**config.mk**
```make
export PLATFORM = sky130hd
export DESIGN_NAME = piso_shift_reg
export DESIGN_NICKNAME = d
export VERILOG_FILES = /design/src/rtl/piso_shift_reg.sv
export SDC_FILE = /design/constraint.sdc
export NUM_CORES = 1
export LEC_CHECK = 0
export ABC_AREA = 1
export BUFFER_PORTS_ARGS = -buffer_cell sky130_fd_sc_hd__buf_2
export CAP_MARGIN = 40
export CELL_PAD_IN_SITES_DETAIL_PLACEMENT = 0
export CELL_PAD_IN_SITES_GLOBAL_PLACEMENT = 2
export CORE_ASPECT_RATIO = 1.25
export CORE_UTILIZATION = 28
export CTS_BUF_LIST = sky130_fd_sc_hd__clkbuf_8 sky130_fd_sc_hd__clkbuf_16
export DETAILED_ROUTE_END_ITERATION = 16
export HOLD_SLACK_MARGIN = 0.15
export PLACE_DENSITY_LB_ADDON = 0.15
export SLEW_MARGIN = 20
export SYNTH_ARGS = -nofsm -noshare
export SYNTH_HDL_FRONTEND = slang
export SYNTH_SLANG_ARGS = --single-unit
```
**constraint.sdc**
```tcl
create_clock -name clk -period 2.65 [get_ports clk]
set_clock_uncertainty 0.2 [all_clocks]
set_input_delay 0.3975 -clock clk [delete_from_list [all_inputs] [get_ports clk]]
set_output_delay 0.3975 -clock clk [all_outputs]
set_load 0.02 [all_outputs]
```
**src/rtl/piso_shift_reg.sv**
```systemverilog
// Parallel-in, serial-out shifter with a valid/ready load handshake.
// A word accepted on `pdata` leaves on `so` one bit per enabled clock,
// framed by `frame` and `last`. Back-to-back words run with no idle gap.
module piso_shift_reg #(
  parameter int WIDTH      = 4,
  parameter bit MSB_FIRST  = 1'b1,
  parameter bit IDLE_LEVEL = 1'b0
) (
  input  logic             clk,
  input  logic             rst,
  input  logic [WIDTH-1:0] pdata,
  input  logic             load_valid,
  output logic             load_ready,
  input  logic             bit_en,
  output logic             so,
  output logic             frame,
  output logic             last
);

  localparam int CNT_W = (WIDTH > 2) ? $clog2(WIDTH) : 1;
  localparam logic [CNT_W-1:0] CNT_LAST   = CNT_W'(WIDTH - 1);
  localparam logic [CNT_W-1:0] CNT_PENULT = CNT_W'(WIDTH - 2);
  localparam logic [CNT_W-1:0] CNT_ONE    = CNT_W'(1);
  localparam logic [CNT_W-1:0] CNT_ZERO   = CNT_W'(0);

  typedef enum logic [0:0] {
    ST_IDLE  = 1'b0,
    ST_SHIFT = 1'b1
  } state_t;

  state_t           state_q,   state_d;
  logic [CNT_W-1:0] bit_cnt_q, bit_cnt_d;
  logic [WIDTH-1:0] shreg_q,   shreg_d;
  logic             so_q,      so_d;
  logic             frame_q,   frame_d;
  logic             last_q,    last_d;

  logic             on_last_bit_s;
  logic             accept_s;
  logic [WIDTH-1:0] shifted_s;

  // Move the word one position toward the serial output end.
  function automatic logic [WIDTH-1:0] shift_one(input logic [WIDTH-1:0] w);
    if (MSB_FIRST) begin
      shift_one = {w[WIDTH-2:0], 1'b0};
    end else begin
      shift_one = {1'b0, w[WIDTH-1:1]};
    end
  endfunction

  // Bit of a word that sits at the serial output end.
  function automatic logic out_bit(input logic [WIDTH-1:0] w);
    if (MSB_FIRST) begin
      out_bit = w[WIDTH-1];
    end else begin
      out_bit = w[0];
    end
  endfunction

  assign on_last_bit_s = (state_q == ST_SHIFT) && (bit_cnt_q == CNT_LAST);
  // Ready in IDLE, or in the final bit period when that bit is about to
  // retire, so the next word can follow without a gap.
  assign load_ready    = !rst && ((state_q == ST_IDLE) || (on_last_bit_s && bit_en));
  assign accept_s      = load_valid && load_ready;
  assign shifted_s     = shift_one(shreg_q);

  // Next-state and next-output logic; holding is the default.
  always_comb begin
    state_d   = state_q;
    bit_cnt_d = bit_cnt_q;
    shreg_d   = shreg_q;
    so_d      = so_q;
    frame_d   = frame_q;
    last_d    = last_q;
    case (state_q)
      ST_IDLE: begin
        if (accept_s) begin
          state_d   = ST_SHIFT;
          shreg_d   = pdata;
          bit_cnt_d = CNT_ZERO;
          so_d      = out_bit(pdata);
          frame_d   = 1'b1;
          last_d    = 1'b0;
        end else begin
          so_d    = IDLE_LEVEL;
          frame_d = 1'b0;
          last_d  = 1'b0;
        end
      end
      ST_SHIFT: begin
        if (!bit_en) begin
          // Stretch the current bit period; everything holds.
          state_d = ST_SHIFT;
        end else if (bit_cnt_q != CNT_LAST) begin
          shreg_d   = shifted_s;
          bit_cnt_d = bit_cnt_q + CNT_ONE;
          so_d      = out_bit(shifted_s);
          frame_d   = 1'b1;
          last_d    = (bit_cnt_q == CNT_PENULT);
        end else if (accept_s) begin
          // Gapless chaining: new word's first bit follows the old last bit.
          shreg_d   = pdata;
          bit_cnt_d = CNT_ZERO;
          so_d      = out_bit(pdata);
          frame_d   = 1'b1;
          last_d    = 1'b0;
        end else begin
          state_d   = ST_IDLE;
          bit_cnt_d = CNT_ZERO;
          so_d      = IDLE_LEVEL;
          frame_d   = 1'b0;
          last_d    = 1'b0;
        end
      end
      default: begin
        state_d   = ST_IDLE;
        bit_cnt_d = CNT_ZERO;
        shreg_d   = {WIDTH{1'b0}};
        so_d      = IDLE_LEVEL;
        frame_d   = 1'b0;
        last_d    = 1'b0;
      end
    endcase
  end

  // State and registered outputs; reset wins over every other event.
  always_ff @(posedge clk) begin
    if (rst) begin
      state_q   <= ST_IDLE;
      bit_cnt_q <= CNT_ZERO;
      shreg_q   <= {WIDTH{1'b0}};
      so_q      <= IDLE_LEVEL;
      frame_q   <= 1'b0;
      last_q    <= 1'b0;
    end else begin
      state_q   <= state_d;
      bit_cnt_q <= bit_cnt_d;
      shreg_q   <= shreg_d;
      so_q      <= so_d;
      frame_q   <= frame_d;
      last_q    <= last_d;
    end
  end

  assign so    = so_q;
  assign frame = frame_q;
  assign last  = last_q;

endmodule
```
==> summary.md <==
| Metric | Value |
|---|---|
| Status | `completed` |
| Peak Freq | `0.519 GHz` |
| Syn nets | `80` |
| Ports | `12` |
| Hold WC Path Type | `in -> reg` |
| Clock Tree Buf Depth | `2` |
| R2R cell count | `7` |
| Clock slew at reported path FFs | `0.05 ns` |
| Final Hold Fails | `0` |
| CP Capture Type | `primary output` |
| Final WS setup | `0.724 ns` |
| CTS Root Cell | `clkbuf_8` |
| Port bufs | `11` |
| Sequential share of the synthesized area | `37.5%` |
| Total Routing Usage GR | `14.0%` |
| Nets | `95` |
| Vias per cell | `4.55` |
| Area grow syn2layout | `24.5%` |
| Pwr Density | `598 nW/um^2` |
| Initial Util | `30.4%` |
| Die width | `39.1 um` |
| Max Cap Viol | `0` |
| Post-synthesis cell area | `480 um^2` |
| Hold EP | `so` |
| CP Data Arrival Time | `1.33 ns` |
| CP max FO | `7` |
| Worst EP required | `2.05 ns` |
| Post-CTS sizing | `0` |
| Hold buffer count at cts | `0` |
| Worst Tran Pin Value | `0.260 ns` |
| Starting DRT DRC Count | `1` |
| CTS tree | `built` |
| Compound-Gate Fraction of Synth Area | `18.2%` |
| Commonest cells after routing, fill and taps aside | `inv_1, nand2_1, buf_2` |
| R2r setup slk | `1.23 ns` |
| CTS H-tree lvls | `1` |
| XOR/XNOR Fraction of Synth Area | `0%` |
| Pin count of the biggest net entering global routing | `9` |
| Most common cell after layout, fill and taps aside | `inv_1` |
| Post-Syn Instances | `70` |
| Netlist cell types | `16` |
| Main combinational cell family by area after synthesis | `simple AND/OR/NAND/NOR gates` |
| Die extent in y | `48.3 um` |
| Core ar. | `1580 um^2` |
| First-pass GRT wire length | `1840 um` |
| CTS Buf Count | `3` |
| Setup Buffers After CTS | `0` |
| Worst-skew pair later-pin latency | `0.23 ns` |
| Synth Register Bits | `9` |
| Minimum clock period after layout | `1.93 ns` |
| Drt wl/cell | `10.7 um` |
| # fillers | `185` |
| DIE AREA | `1890 um^2` |
| Post-Synth Adder-Cell Area | `5.21%` |
| LEAKAGE | `0.305 nW` |
| Relative slew slack | `82.6%` |
| TNS Setup | `0 ns` |
| Initial antenna violation count | `0` |
| Crit Path Class | `reg -> out` |
| Gp weighted congestion | `0.676` |
| Drt first pass iters | `2` |
| # DRC | `0` |
| Crit share post-route | `72.7%` |
| Setup violators final | `0` |
| Critical R2R Launch | `bit_cnt_q[0]` |
| Startpoint Class | `flip-flop` |
| Hold Crit Start | `pdata[3]` |
| Via Count | `464` |
| RSZ-0062 raised after global routing | `no` |
| Ratio of cells with drive above 1 in the final layout | `21.4%` |
| Synth Area per Inst | `6.86 um^2` |
| Mux share of post-synthesis cell area | `0%` |
| Final core occ | `37.8%` |
| Critical R2R Capture | `shreg_q[0]` |
| Number of global-route vias before repair | `457` |
| Simple-gate area share of the yosys netlist | `25.5%` |
| Final ANT Viol Nets | `0` |
| Routed WL | `1090 um` |
| Maximum vdd ir drop | `0.000282 V` |
| Dpl ws | `0.970 ns` |
| Hold depth | `3` |
| Final HPWL DP | `831 um` |
| Fin. max-slew vios | `0` |
| # clock sinks | `9` |
| Total gr overflow | `0` |
| YS warnings | `0` |
| Diodes inserted | `0` |
| Std cell rows | `16` |
==> worst max-delay path, cell delays in order (launching register included) <==
cell and delay, ns:
dfxtp_1 0.36, ha_1 0.18, nand3_1 0.10, nand2_2 0.15, inv_1 0.07, nor2_1 0.08, buf_2 0.16
==> flip-flops by register name, indices dropped and copies added (netlist names) <==
signal     flops
shreg_q        3
bit_cnt_q      2
last           1
frame          1
so             1
state_q        1
==> metal layers <==
metal	part of all wire (%)	GRT usage (%)	up-vias
met5	0	0	-
met4	1.2	8.62	0
met3	3.5	4.59	2
met2	49	22.5	7
met1	46	14.8	205
li1	-	-	250
==> power breakdown <==
part | total (mW) | internal (mW) | switching [mW] | leakage [nW]
clock | 0.160 | 0.101 | 0.0588 | 0.0269
combinational | 0.0482 | 0.0175 | 0.0307 | 0.204
sequential | 0.149 | 0.143 | 0.00586 | 0.0738
==> area by class of cell <==
class / count / area, um^2 / share of cell area, %
clock inverter: 1 / 3.75 / 0.628
clock buffer: 3 / 41.3 / 6.90
inverter: 16 / 60.1 / 10.0
multi-input combinational: 44 / 235 / 39.3
timing repair buffer: 11 / 55.1 / 9.21
tap: 18 / 22.5 / 3.77
sequential: 9 / 180 / 30.1
==> stage by stage <==
step / total power, mW / instance area, um^2 / hold WS (ns) / instances
floorplan: 0.184 / 480 / 0.240 / 70
global placement: 0.201 / 553 / 0.254 / 98
detailed placement: 0.201 / 553 / 0.257 / 98
CTS: 0.365 / 598 / 0.204 / 102
global route: 0.375 / 598 / 0.228 / 102
finish: 0.358 / 598 / 0.210 / 102
==> worst max path at each step <==
stage / cells past startpoint / start / to
3_3_place_gp: 6 / bit_cnt_q[0] / load_ready
3_5_place_dp: 6 / bit_cnt_q[0] / load_ready
2_1_floorplan: 5 / bit_cnt_q[0] / load_ready
4_1_cts: 6 / bit_cnt_q[0] / load_ready
5_1_grt: 6 / bit_cnt_q[0] / load_ready
6_report: 6 / bit_cnt_q[0] / load_ready
==> synth_stat cells <==
master	number	area share (%)
o21ai_1	1	1.0
buf_2	1	1.0
inv_1	15	12
o21ai_0	6	6.3
nor2_1	1	0.78
dfxtp_1	9	37
nand2_2	1	1.3
nand2_1	14	11
nand3_1	5	5.2
ha_1	2	5.2
a21oi_2	2	3.6
or2_0	1	1.3
nand4_1	3	3.9
clkinv_1	1	0.78
nand3_2	1	2.1
a21oi_1	7	7.3
==> cell families after synthesis <==
| group | count (synthesis) |
|---|---|
| DFF | 9 |
| buffers and inverters | 17 |
| adders and majority gates | 2 |
| AOI/OAI and AO/OA | 16 |
| and+or+nand+nor | 26 |
Power figures use the tool's default switching activity.
